`config.mk`:
```
export PLATFORM = sky130hd
export DESIGN_NAME = encoder_8b10b_pipe
export DESIGN_NICKNAME = d
export VERILOG_FILES = /design/src/rtl/encoder_8b10b_pipe.sv
export SDC_FILE = /design/constraint.sdc
export NUM_CORES = 1
export LEC_CHECK = 0
export BUFFER_PORTS_ARGS = -buffer_cell sky130_fd_sc_hd__buf_2
export CAP_MARGIN = 20
export CELL_PAD_IN_SITES_DETAIL_PLACEMENT = 1
export CELL_PAD_IN_SITES_GLOBAL_PLACEMENT = 1
export CORE_ASPECT_RATIO = 0.6
export CORE_UTILIZATION = 47
export DETAILED_ROUTE_END_ITERATION = 10
export GPL_TIMING_DRIVEN = 0
export PLACE_DENSITY_LB_ADDON = 0.2
export SLEW_MARGIN = 0
export SYNTH_ARGS = -nofsm -noshare
export SYNTH_HDL_FRONTEND = slang
export SYNTH_SLANG_ARGS = --single-unit
```
`constraint.sdc`:
```
create_clock -name clk -period 27.3 [get_ports clk]
set_input_delay 4.095 -clock clk [delete_from_list [all_inputs] [get_ports clk]]
set_output_delay 4.095 -clock clk [all_outputs]
set_load 0.02 [all_outputs]
```
`src/rtl/encoder_8b10b_pipe.sv`:
```
// Multi-lane pipelined 8b/10b encoder: valid/ready output stage, running-disparity
// chain across lanes, RD preload, alternate-7 selection and illegal-K accounting.
module encoder_8b10b_pipe #(
  parameter int unsigned BYTES = 2,
  parameter int unsigned CNT_W = 16
) (
  input  logic                clk,
  input  logic                rst_n,
  input  logic                in_valid,
  output logic                in_ready,
  input  logic [8*BYTES-1:0]  d_in,
  input  logic [BYTES-1:0]    k_in,
  input  logic                rd_load,
  input  logic                rd_val,
  output logic                out_valid,
  input  logic                out_ready,
  output logic [10*BYTES-1:0] d_out,
  output logic [BYTES-1:0]    k_err,
  output logic                rd_out,
  output logic [CNT_W-1:0]    err_cnt
);

  localparam int unsigned NB_W  = $clog2(BYTES + 1);
  localparam int unsigned SUM_W = CNT_W + NB_W + 1;
  localparam logic [CNT_W-1:0] CNT_MAX = '1;

  // 5b/6b data code (abcdei, a at MSB) for an entering RD-.
  function automatic logic [5:0] code6_neg(input logic [4:0] x);
    logic [5:0] c;
    case (x)
      5'd0:    c = 6'b100111;
      5'd1:    c = 6'b011101;
      5'd2:    c = 6'b101101;
      5'd3:    c = 6'b110001;
      5'd4:    c = 6'b110101;
      5'd5:    c = 6'b101001;
      5'd6:    c = 6'b011001;
      5'd7:    c = 6'b111000;
      5'd8:    c = 6'b111001;
      5'd9:    c = 6'b100101;
      5'd10:   c = 6'b010101;
      5'd11:   c = 6'b110100;
      5'd12:   c = 6'b001101;
      5'd13:   c = 6'b101100;
      5'd14:   c = 6'b011100;
      5'd15:   c = 6'b010111;
      5'd16:   c = 6'b011011;
      5'd17:   c = 6'b100011;
      5'd18:   c = 6'b010011;
      5'd19:   c = 6'b110010;
      5'd20:   c = 6'b001011;
      5'd21:   c = 6'b101010;
      5'd22:   c = 6'b011010;
      5'd23:   c = 6'b111010;
      5'd24:   c = 6'b110011;
      5'd25:   c = 6'b100110;
      5'd26:   c = 6'b010110;
      5'd27:   c = 6'b110110;
      5'd28:   c = 6'b001110;
      5'd29:   c = 6'b101110;
      5'd30:   c = 6'b011110;
      default: c = 6'b101011;
    endcase
    return c;
  endfunction

  // 5b/6b with RD: RD+ uses the complement for unbalanced codes and for D.7.
  function automatic logic [5:0] enc6(input logic [4:0] x, input logic k28, input logic rd);
    logic [5:0] c;
    c = k28 ? 6'b001111 : code6_neg(x);
    if (rd && (($countones(c) != 3) || (!k28 && (x == 5'd7)))) begin
      c = ~c;
    end
    return c;
  endfunction

  // 3b/4b (fghj) given the disparity after the 6b block and its e/i bits.
  function automatic logic [3:0] enc4(input logic [2:0] y, input logic k, input logic rd,
                                      input logic e, input logic i);
    logic [3:0] c;
    logic       flip;
    logic       a7;
    a7   = (!rd && e && i) || (rd && !e && !i);
    flip = rd;
    if (k) begin
      case (y)
        3'd0:    c = 4'b1011;
        3'd1:    c = 4'b0110;
        3'd2:    c = 4'b1010;
        3'd3:    c = 4'b1100;
        3'd4:    c = 4'b1101;
        3'd5:    c = 4'b0101;
        3'd6:    c = 4'b1001;
        default: c = 4'b0111;
      endcase
    end else begin
      case (y)
        3'd0:    c = 4'b1011;
        3'd1:    c = 4'b1001;
        3'd2:    c = 4'b0101;
        3'd3:    c = 4'b1100;
        3'd4:    c = 4'b1101;
        3'd5:    c = 4'b1010;
        3'd6:    c = 4'b0110;
        default: c = a7 ? 4'b0111 : 4'b1110;
      endcase
      // Neutral data codes other than x.3 are identical in both columns.
      flip = rd && ((y == 3'd0) || (y == 3'd3) || (y == 3'd4) || (y == 3'd7));
    end
    return flip ? ~c : c;
  endfunction

  // K28.y and K23/27/29/30.7 are the only encodable control codes.
  function automatic logic is_legal_k(input logic [7:0] b);
    logic [4:0] x;
    logic [2:0] y;
    x = b[4:0];
    y = b[7:5];
    return (x == 5'd28) ||
           ((y == 3'd7) && ((x == 5'd23) || (x == 5'd27) || (x == 5'd29) || (x == 5'd30)));
  endfunction

  // One lane: returns {ending RD, abcdei_fghj}.
  function automatic logic [10:0] enc_lane(input logic [7:0] b, input logic k, input logic rd);
    logic [5:0] c6;
    logic [3:0] c4;
    logic       rd6;
    logic       rd10;
    c6   = enc6(b[4:0], k && (b[4:0] == 5'd28), rd);
    rd6  = ($countones(c6) == 3) ? rd : ~rd;
    c4   = enc4(b[7:5], k, rd6, c6[1], c6[0]);
    rd10 = ($countones(c4) == 2) ? rd6 : ~rd6;
    return {rd10, c6, c4};
  endfunction

  logic                accept;
  logic                rd_run;
  logic                legal;
  logic [10:0]         lane;
  logic [10*BYTES-1:0] word_c;
  logic [BYTES-1:0]    bad_c;
  logic                rd_end_c;
  logic [NB_W-1:0]     n_bad_c;
  logic [SUM_W-1:0]    cnt_sum_c;
  logic [CNT_W-1:0]    cnt_next_c;

  assign in_ready = ~out_valid | out_ready;
  assign accept   = in_valid & in_ready;

  // Encode all lanes, chaining disparity from lane 0 upward.
  always_comb begin
    word_c = '0;
    bad_c  = '0;
    legal  = 1'b0;
    lane   = '0;
    rd_run = rd_load ? rd_val : rd_out;
    for (int unsigned n = 0; n < BYTES; n++) begin
      legal    = k_in[n] && is_legal_k(d_in[8*n +: 8]);
      bad_c[n] = k_in[n] && !legal;
      lane     = enc_lane(d_in[8*n +: 8], legal, rd_run);
      word_c[10*n +: 10] = lane[9:0];
      rd_run   = lane[10];
    end
    rd_end_c = rd_run;
  end

  // Saturating add of this word's illegal-K lane count.
  always_comb begin
    n_bad_c    = NB_W'($countones(bad_c));
    cnt_sum_c  = SUM_W'(err_cnt) + SUM_W'(n_bad_c);
    cnt_next_c = (cnt_sum_c > SUM_W'(CNT_MAX)) ? CNT_MAX : CNT_W'(cnt_sum_c);
  end

  // Output stage, RD register and error counter; everything holds under backpressure.
  always_ff @(posedge clk or negedge rst_n) begin
    if (!rst_n) begin
      out_valid <= 1'b0;
      d_out     <= '0;
      k_err     <= '0;
      rd_out    <= 1'b0;
      err_cnt   <= '0;
    end else if (accept) begin
      out_valid <= 1'b1;
      d_out     <= word_c;
      k_err     <= bad_c;
      rd_out    <= rd_end_c;
      err_cnt   <= cnt_next_c;
    end else begin
      if (out_ready) begin
        out_valid <= 1'b0;
      end
      if (rd_load) begin
        rd_out <= rd_val;
      end
    end
  end

endmodule

```
==> results of run 1 <==
## per-layer routing
layer / wire length (um) / global-route usage (%)
met5: 0 / 0
met4: 105 / 5.01
met3: 522 / 4.45
met1: 6290 / 42.7
met2: 5580 / 46.6
## cell usage after synthesis (4+ instances only)
cell type,count
nor2_1,40
o21ai_0,26
nor2b_1,5
xnor2_1,17
buf_1,4
inv_1,31
mux2_2,10
a211oi_1,4
and2_1,5
clkbuf_1,11
nand3_1,10
or2_2,5
buf_2,6
and3_1,4
a221oi_1,4
nor3_1,12
nand2b_1,11
dfrtp_1,40
xor2_1,14
a21oi_1,24
fa_1,13
nor4_1,4
nor3b_1,4
ha_1,31
nand2_1,70
nand4_1,6
mux2i_1,8
## cell families after synthesis
kind of cell | count (synthesis) | share of synthesized area (%)
AND/OR/NAND/NOR | 189 | 22.1
AO/OA/AOI/OAI | 103 | 18.4
buffers and inverters | 54 | 5.38
adder cells (fa/ha/maj) | 44 | 15.7
flip-flops | 40 | 24.3
XOR/XNOR | 33 | 7.53
multiplexers | 22 | 6.50
## flip-flops by register name, summed over array words and instances (netlist names)
name and flops:
rd_out 1, k_err 2, err_cnt 16, d_out 20
out_valid 1
## stage by stage
stage	util (%)	area, um^2	hold WS (ns)	std cells	setup WS, ns
final	56.0	4760	0.475	669	9.82
after global placement	53.9	4580	0.456	661	10.11
after CTS	56.0	4760	0.478	669	9.91
after global routing	56.0	4760	0.519	669	8.98
after detailed placement	53.9	4580	0.462	661	9.74
after floorplan	-	4120	0.590	485	11.38
## cell usage in the layout, fill, tap and decap left out, types with 4 or more instances in the layout
cell type / instances
clkbuf_16: 5
nor4_1: 4
ha_1: 31
inv_1: 31
o21ai_0: 26
and3_1: 4
nand3_1: 10
nor3b_1: 4
nand2_1: 70
nand4_1: 6
buf_1: 4
mux2_2: 10
a211oi_1: 4
clkbuf_1: 11
mux2i_1: 8
nor3_1: 12
nor2b_1: 5
nor2_1: 40
dfrtp_1: 40
or2_2: 5
fa_1: 13
xor2_1: 14
buf_2: 70
xnor2_1: 17
and2_1: 5
a21oi_1: 24
nand2b_1: 11
a221oi_1: 4
## worst reg2reg max path: cells and delay by family, from the launching register on
| kind | cells | cell delay (ns) |
|---|---|---|
| flip-flops | 1 | 0.38 |
| XOR/XNOR | 6 | 1.91 |
| adder cells (fa/ha/maj) | 14 | 4.69 |
| AND/OR/NAND/NOR | 6 | 1.09 |
| buffers and inverters | 5 | 0.45 |
| multiplexers | 1 | 0.33 |
| AO/OA/AOI/OAI | 8 | 1.67 |
## area by class of cell
class	count	area [um^2]
Tap cell	112	140
Clock buffer	6	139
Timing Repair Buffer	64	320
Buffer	23	105
Fill cell	1063	3730
Clock inverter	2	38.8
Sequential cell	40	1000
Inverter	31	116
Multi-Input combinational cell	391	2900
## how the worst max path moves through the flow
stage               cells past startpoint  slack [ns]  startpoint     end
floorplan                              51       11.38     d_in[0]  rd_out
global placement                       53       10.11     d_in[0]  rd_out
detailed placement                     52        9.74     d_in[1]  rd_out
CTS                                    53        9.91     d_in[0]  rd_out
global route                           53        8.98     d_in[1]  rd_out
finish                                 52        9.82     d_in[1]  rd_out
==> qor.csv, run 1 <==
stage,metric,value,unit
floorplanning,die_y,74.5,um
synthesis,async_reset_ff_share,100,%
global_routing,grt_use_total,29.3,%
synthesis,synthCells,485,
clock_tree,clk_pin_slew,0.06,ns
critical_path,reg2reg_from,rd_out,
floorplanning,dieArea,9150,um^2
synthesis,ys_types,72,
detailed_routing,drt-total-wl,12500,um
detailed_routing,routedWlPerCell,18.7,um
sta,min_period_over_period,64.0,%
clock_tree,cts_tree,yes,
global_routing,grt_pass1_wl,20400,um
synthesis,ys_warn_count,0,
finish,layout-drive-gt1-share,19.9,%
worst_hold_path,worst_hold_path.endpoint,d_out[16],
sta,fin_crit,17.48,ns
floorplanning,start_util,48.5,%
critical_path,cpMostUsedCell,ha_1,
place,place_hpwl,9680,um
critical_path,slowest_delay,0.57,ns
worst_hold_path,hp-class,register to register,
sta,fmax,57.2,MHz
detailed_routing,drc,0,
clock_tree,cts_max_path_buffers,2,
global_routing,grt_max_degree,41,
clock_tree,cts_resized,0,
run_status,outcome,"complete, no violations",
synthesis,synth.area.top_cells,"dfrtp_1, ha_1, nand2_1, fa_1, nor2_1",
global_routing,grt_pass1_vias,3876,
sta,tns,0,ns
finish,nets,624,
floorplanning,top_level_ports,65,
clock_tree,cts_made_buffers,5,
critical_path,critical-path-top-delay-family,adder cells,
sta,rsz0062_at_grt,false,
critical_path,cp.arrival,17.63,ns
worst_hold_path,min_delay_path_depth,2,
clock_tree,clk_latency,0.29,ns
sta,finalSetupViolCount,0,
critical_path,worstSetupStartpointType,input port,
synthesis,netlist_area,4120,um^2
clock_tree,cts_max_level,2,
place,gp_congestion,0.862,
global_routing,antenna_found_initial,0,
critical_path,r2r_end,rd_out,
place,port_buffers,64,
sta,slew_headroom,37.2,%
clock_tree,cts_root_buffer,clkbuf_16,
synthesis,syn-num-nets,553,
clock_tree,ctsHoldBuffers,0,
sta,tightest_slew,0.942,ns
clock_tree,clock-sinks,40,
detailed_routing,routed-via-count,3882,
critical_path,critPathKind,input port to register,
critical_path,cp.required,27.45,ns
finish,antenna_cells,0,
critical_path,cp_max_fo,10,
synthesis,synth-main-ff-cell,dfrtp_1,
synthesis,yosys.area.top_type_share,24.3,%
floorplanning,core_area,8490,um^2
detailed_routing,ant_nets,0,
detailed_routing,drt-pass1-iter-count,4,
flow_run,timing.max_cap.violations,0,
finish,syn_to_final_growth,15.5,%
detailed_routing,dr.first_iter.drc_count,266,
sta,slew_viol_final,0,
floorplanning,die_width,123,um
sta,finalHoldViolCount,0,
critical_path,reg2regPathDepth,40,
floorplanning,fp-row-count,26,
critical_path,critPathCaptureType,register,
synthesis,synth-edff-count,0,
synthesis,synth_top_area_cell,dfrtp_1,
critical_path,slowest_stage,fa_1,
worst_hold_path,hp-start,d_out[16],
synthesis,ys_seq_area_share,24.3,%
synthesis,syn_area_per_cell,8.49,um^2
clock_tree,post_cts_buffers,0,
synthesis,synth_seq_cells,40,
global_routing,grt-ovfl-total,0,
critical_path,crit_buf_inv,10,
sta,clock_skew,0.00479,ns
critical_path,reg2reg_slack,16.67,ns
detailed_routing,viasPerCell,5.80,
Power of run 1 is not shown: default switching activity piles up to over one toggle a cycle in this logic, so the estimate is an artifact.
==> run 2: changes to the inputs <==
--- a/config.mk
+++ b/config.mk
@@ -5,12 +5,13 @@
 export SDC_FILE = /design/constraint.sdc
 export NUM_CORES = 1
 export LEC_CHECK = 0
+export ABC_AREA = 1
 export BUFFER_PORTS_ARGS = -buffer_cell sky130_fd_sc_hd__buf_2
 export CAP_MARGIN = 20
 export CELL_PAD_IN_SITES_DETAIL_PLACEMENT = 1
 export CELL_PAD_IN_SITES_GLOBAL_PLACEMENT = 1
 export CORE_ASPECT_RATIO = 0.6
-export CORE_UTILIZATION = 47
+export CORE_UTILIZATION = 41
 export DETAILED_ROUTE_END_ITERATION = 10
 export GPL_TIMING_DRIVEN = 0
 export PLACE_DENSITY_LB_ADDON = 0.2
==> constraint.sdc (replaced) <==
create_clock -name clk -period 17.15 [get_ports clk]
set_input_delay 2.5725 -clock clk [delete_from_list [all_inputs] [get_ports clk]]
set_output_delay 2.5725 -clock clk [all_outputs]
set_load 0.02 [all_outputs]
==> run 2 against run 1 <==
Critical path depth increased by 18. Die area is 8.0% higher. First-iteration DRC count is 29% lower. Non-clock buffer count down 16. Via count fell by 2.0%. Routed wire length decreased by 13%. Global-route usage is 5.4 points lower. Design area decreased by 5.4%. Sequential share of layout area increased by 1.2 points.
==> qor.csv, run 2 <==
stage,metric,value,unit
detailed_routing,routedWlPerCell,14.6,um
clock_tree,clk_pin_slew,0.06,ns
sta,slew_headroom,38.6,%
finish,layout-drive-gt1-share,19.1,%
flow_run,timing.max_cap.violations,0,
sta,min_period_over_period,83.0,%
critical_path,slowest_stage,fa_1,
critical_path,critPathCaptureType,register,
floorplanning,start_util,42.3,%
sta,tightest_slew,0.921,ns
place,port_buffers,60,
clock_tree,cts_max_level,2,
synthesis,synth-main-ff-cell,dfrtp_1,
synthesis,synthMostInstantiatedCell,nand2_1,
critical_path,worstSetupStartpointType,input port,
finish,final_common_cell,nand2_1,
clock_tree,ctsHoldBuffers,0,
sta,finalSetupViolCount,0,
floorplanning,dieArea,9890,um^2
sta,slew_viol_final,0,
detailed_routing,viasPerCell,5.11,
global_routing,antenna_found_initial,0,
synthesis,synth.area.top_cells,"dfrtp_1, nand2_1, ha_1, inv_1, fa_1",
finish,top_register,d_out,
sta,finalHoldViolCount,0,
detailed_routing,drt-pass1-iter-count,4,
clock_tree,cts_made_buffers,5,
finish,largest_reg_flops,20,
detailed_routing,routed-via-count,3805,
clock_tree,clk_latency,0.29,ns
finish,syn_to_final_growth,15.7,%
synthesis,synth-edff-count,0,
global_routing,grt_pass1_vias,3962,
synthesis,ys_warn_count,0,
synthesis,async_reset_ff_share,100,%
synthesis,synth_top_area_cell,dfrtp_1,
synthesis,ys_seq_area_share,25.7,%
floorplanning,top_level_ports,65,
finish,layout_common_cells,"nand2_1, inv_1, buf_2, nand3_1, dfrtp_1",
global_routing,grt-ovfl-total,0,
clock_tree,clock-sinks,40,
clock_tree,cts_max_path_buffers,2,
place,place_hpwl,9070,um
sta,fin_crit,14.23,ns
detailed_routing,drt-total-wl,10900,um
detailed_routing,drc,0,
global_routing,grt_use_total,23.8,%
sta,rsz0062_at_grt,false,
critical_path,slowest_delay,0.57,ns
synthesis,syn_area_per_cell,7.12,um^2
global_routing,grt_max_degree,41,
sta,fmax,70.3,MHz
global_routing,grt_pass1_wl,18800,um
sta,tns,0,ns
critical_path,cp.required,17.30,ns
clock_tree,cts_tree,yes,
floorplanning,die_width,128,um
finish,nets,681,
critical_path,cp.arrival,14.38,ns
detailed_routing,ant_nets,0,
floorplanning,die_y,77.4,um
critical_path,critPathKind,input port to register,
synthesis,syn-num-nets,614,
synthesis,synthTopCellsByCount,"nand2_1, inv_1, nand3_1",
finish,top_regs,"d_out x20, err_cnt x16, k_err x2",
floorplanning,fp-row-count,27,
synthesis,synth_seq_cells,40,
critical_path,cp_max_fo,6,
finish,post_layout_nonfiller_instances,744,
finish,antenna_cells,0,
detailed_routing,dr.first_iter.drc_count,189,
clock_tree,post_cts_buffers,0,
synthesis,ys_types,44,
synthesis,yosys.area.top_type_share,25.7,%
sta,clock_skew,0.00389,ns
critical_path,cpMostUsedCell,inv_1,
run_status,outcome,"complete, no violations",
place,placed_cells,736,
floorplanning,core_area,9190,um^2
place,gp_congestion,0.891,
clock_tree,cts_resized,0,
synthesis,netlist_area,3890,um^2
clock_tree,cts_root_buffer,clkbuf_16,
worst_hold_path,hp-class,register to register,
synthesis,synthCells,546,
-- run 2: cell types whose count changed after synthesis, sizes merged, moves of 6 or more --
| cell | delta |
|---|---|
| nand2 | +102 |
| inv | +52 |
| nand3 | +39 |
| a21oi | -16 |
| xnor2 | -15 |
| mux2 | -12 |
| nand2b | -11 |
| nor3 | -10 |
| clkbuf | -8 |
| mux2i | -8 |
| o211ai | +8 |
| a31oi | +6 |
| nand4 | +6 |
-- run 2: metal layers --
layer / GRT usage, % / vias up / part of all wire, % / wire length, um
li1: - / 1891 / - / -
met1: 34.4 / 1846 / 52 / 5690
met2: 38.1 / 57 / 44 / 4790
met3: 3.38 / 11 / 2.7 / 292
met4: 4.59 / 0 / 0.89 / 97
met5: 0 / - / 0 / 0
-- run 2: stage by stage --
stage	hold WS [ns]	utilization [%]	setup slack, ns	area (um^2)
final	0.478	49.0	2.92	4500
after global routing	0.503	49.0	1.85	4500
after CTS	0.484	49.0	2.80	4500
after detailed placement	0.468	47.4	2.54	4350
after global placement	0.461	47.4	2.88	4350
after floorplan	0.591	-	3.99	3890
-- run 2: cell families (layout without fill, tap and decap cells) --
kind of cell / Yosys count / in the layout / synth area share, %
AO/OA/AOI/OAI: 63 / 63 / 10.5
XOR/XNOR: 19 / 19 / 4.28
adder cells (fa/ha/maj): 44 / 44 / 16.7
buffers and inverters: 95 / 163 / 9.72
flip-flops: 40 / 40 / 25.7
AND/OR/NAND/NOR: 285 / 285 / 33.1
-- run 2: worst max-delay path: cells and delay by family --
kind	cells	cell delay, ns
and+or+nand+nor	32	3.53
xor gates and xnor gates	3	0.56
buffers and inverters	15	1.06
adders and majority gates	19	6.56
AOI/OAI and AO/OA	1	0.11
-- run 2: cell type report --
type / instances / area, um^2
fill: 1217 / 4690
multi-input combinational: 411 / 2510
sequential: 40 / 1000
inverter: 84 / 317
timing repair buffer: 60 / 300
tap: 130 / 163
clock buffer: 6 / 139
buffer: 11 / 61.3
clock inverter: 2 / 10.0
-- run 2: path summary, 6_finish.rpt --
kind                          start         end  slack (ns)  cells after the start
max                         d_in[0]      rd_out        2.92                     70
min                        k_err[1]    k_err[1]        0.48                      2
max reg2reg                  rd_out      rd_out        7.67                     54
min reg2reg                k_err[1]    k_err[1]        0.48                      2
max in group asynchronous     rst_n   d_out[13]       14.15                      1
min in group asynchronous     rst_n  err_cnt[5]        2.41                      1
Power of run 2 is left out for the same reason.
==> run 3: changes to the inputs <==
--- a/config.mk
+++ b/config.mk
@@ -11,7 +11,7 @@
 export CELL_PAD_IN_SITES_DETAIL_PLACEMENT = 1
 export CELL_PAD_IN_SITES_GLOBAL_PLACEMENT = 1
 export CORE_ASPECT_RATIO = 0.6
-export CORE_UTILIZATION = 41
+export CORE_UTILIZATION = 37
 export DETAILED_ROUTE_END_ITERATION = 10
 export GPL_TIMING_DRIVEN = 0
 export PLACE_DENSITY_LB_ADDON = 0.2
==> constraint.sdc (replaced) <==
create_clock -name clk -period 12 [get_ports clk]
set_input_delay 1.8 -clock clk [delete_from_list [all_inputs] [get_ports clk]]
set_output_delay 1.8 -clock clk [all_outputs]
set_load 0.02 [all_outputs]
==> run 3 against run 2 <==
Global-route usage up 0.056 points. The flow now finishes with violations (setup timing). Critical endpoint unchanged. Via count up 6.1%. Routed wire length up 21%. Die area up 11%.
==> qor.csv, run 3 (synthesis results as in run 2) <==
stage,metric,value,unit
place,placed_cells,741,
finish,nets,709,
floorplanning,die_y,81.4,um
sta,fmax,78.5,MHz
place,port_buffers,60,
sta,fin_crit,12.73,ns
sta,setup_ws,-0.733,ns
place,place_hpwl,9410,um
finish,antenna_cells,0,
finish,layout_common_cells,"nand2_1, buf_2, inv_1, dfrtp_1, nand3_1",
global_routing,antenna_found_initial,0,
sta,tightest_slew,0.928,ns
place,gp_congestion,0.875,
detailed_routing,dr.first_iter.drc_count,181,
detailed_routing,drt-pass1-iter-count,4,
detailed_routing,routed-via-count,4039,
detailed_routing,ant_nets,0,
sta,min_period_over_period,106,%
detailed_routing,drt-total-wl,13200,um
floorplanning,fp-row-count,28,
finish,post_layout_nonfiller_instances,777,
clock_tree,ctsHoldBuffers,0,
clock_tree,clk_pin_slew,0.06,ns
clock_tree,cts_max_level,2,
finish,syn_to_final_growth,31.7,%
detailed_routing,drc,0,
clock_tree,clock-sinks,40,
critical_path,worstSetupStartpointType,input port,
sta,finalHoldViolCount,0,
floorplanning,top_level_ports,65,
critical_path,crit_buf_inv,15,
global_routing,grt-ovfl-total,0,
detailed_routing,routedWlPerCell,17.0,um
place,dpl_worst_slack,-1.51,ns
worst_hold_path,min_delay_path_depth,2,
floorplanning,dieArea,10900,um^2
clock_tree,cts_made_buffers,5,
critical_path,reg2reg_slack,3.07,ns
global_routing,grt_use_total,23.9,%
clock_tree,cts_root_buffer,clkbuf_16,
critical_path,cp.required,12.16,ns
finish,largest_reg_flops,20,
worst_hold_path,hp-class,register to register,
sta,slew_headroom,38.1,%
clock_tree,cts_tree,yes,
worst_hold_path,hp-start,d_out[3],
clock_tree,cts_max_path_buffers,2,
critical_path,cp.arrival,12.89,ns
finish,top_regs,"d_out x20, err_cnt x16, k_err x2",
run_status,outcome,finished with violations,
finish,layout-drive-gt1-share,33.3,%
worst_hold_path,worst_hold_path.endpoint,d_out[3],
detailed_routing,viasPerCell,5.20,
critical_path,reg2regPathDepth,54,
sta,clock_skew,0.00537,ns
global_routing,grt_pass1_wl,20300,um
sta,slew_viol_final,0,
global_routing,grt_pass1_vias,4084,
critical_path,cp_max_fo,7,
critical_path,r2r_end,rd_out,
sta,rsz0062_at_grt,true,
critical_path,critical-path-top-delay-family,adder cells,
flow_run,timing.max_cap.violations,0,
critical_path,reg2reg_from,rd_out,
critical_path,slowest_delay,0.62,ns
floorplanning,core_area,10000,um^2
global_routing,grt_max_degree,41,
critical_path,slowest_stage,fa_1,
floorplanning,die_width,134,um
finish,fillers,1300,
finish,final_common_cell,nand2_1,
run_status,violations,setup timing,
floorplanning,start_util,38.8,%
critical_path,critPathKind,input port to register,
finish,top_register,d_out,
sta,finalSetupViolCount,1,
clock_tree,clk_latency,0.29,ns
critical_path,critPathCaptureType,register,
run 3: cell types whose count changed in the layout (fill, tap and decap cells not counted), moves of 11 or more:
cell     change
inv_1       -12
ha_1        -12
buf_4       +28
nand3_2     +11
nand3_1     -13
nand2_1     -20
nand2_2     +12
run 3: tightest hold or removal path: stages (launching register included):
cell and delay, ns:
dfrtp_1 0.34, nand2_1 0.05, nand2_1 0.06
run 3: repair_timing:
item	in CTS	in global routing
resized for setup	46	46
setup buffers	19	9
endpoints found under the setup margin	1	2
pin swaps	27	36
gates cloned	0	0
run 3: per-layer routing:
metal  vias up  part of all wire, %  wire [um]  global-route usage [%]
met4         0                  1.7        229                    4.83
met2        84                   47       6220                    40.9
met3        24                  3.4        453                    4.26
met1      1988                   48       6270                    32.0
li1       1943                    -          -                       -
met5         -                    0          0                       0
run 3: worst max path at each step:
| stage | start | to | slack, ns | cells after the start |
|---|---|---|---|---|
| after floorplan | d_in[0] | rd_out | -0.1 | 69 |
| after global placement | d_in[0] | rd_out | -1.13 | 70 |
| after detailed placement | d_in[0] | rd_out | -1.51 | 70 |
| after CTS | d_in[1] | rd_out | -0.60 | 67 |
| after global routing | d_in[1] | rd_out | -1.22 | 72 |
| final | d_in[1] | rd_out | -0.73 | 70 |
run 3: final cells by class:
| cell class | count | area, um^2 | area share (%) |
|---|---|---|---|
| Inverter | 84 | 337 | 6.57 |
| Tap cell | 135 | 169 | 3.30 |
| Sequential cell | 40 | 1000 | 19.5 |
| Multi-Input combinational cell | 411 | 2850 | 55.6 |
| Clock inverter | 3 | 42.5 | 0.831 |
| Buffer | 11 | 61.3 | 1.20 |
| Clock buffer | 5 | 125 | 2.44 |
| Timing Repair Buffer | 88 | 541 | 10.6 |
run 3: per-stage QoR:
stage | instance area, um^2 | util (%) | setup TNS (ns) | hold WS [ns]
floorplan | 3920 | - | -0.0996 | 0.591
global placement | 4390 | 43.8 | -1.13 | 0.461
detailed placement | 4390 | 43.8 | -2.08 | 0.466
CTS | 4850 | 48.5 | -0.604 | 0.483
global route | 5120 | 51.1 | -1.22 | 0.521
finish | 5120 | 51.1 | -0.733 | 0.485
Power of run 3 is left out for the same reason.
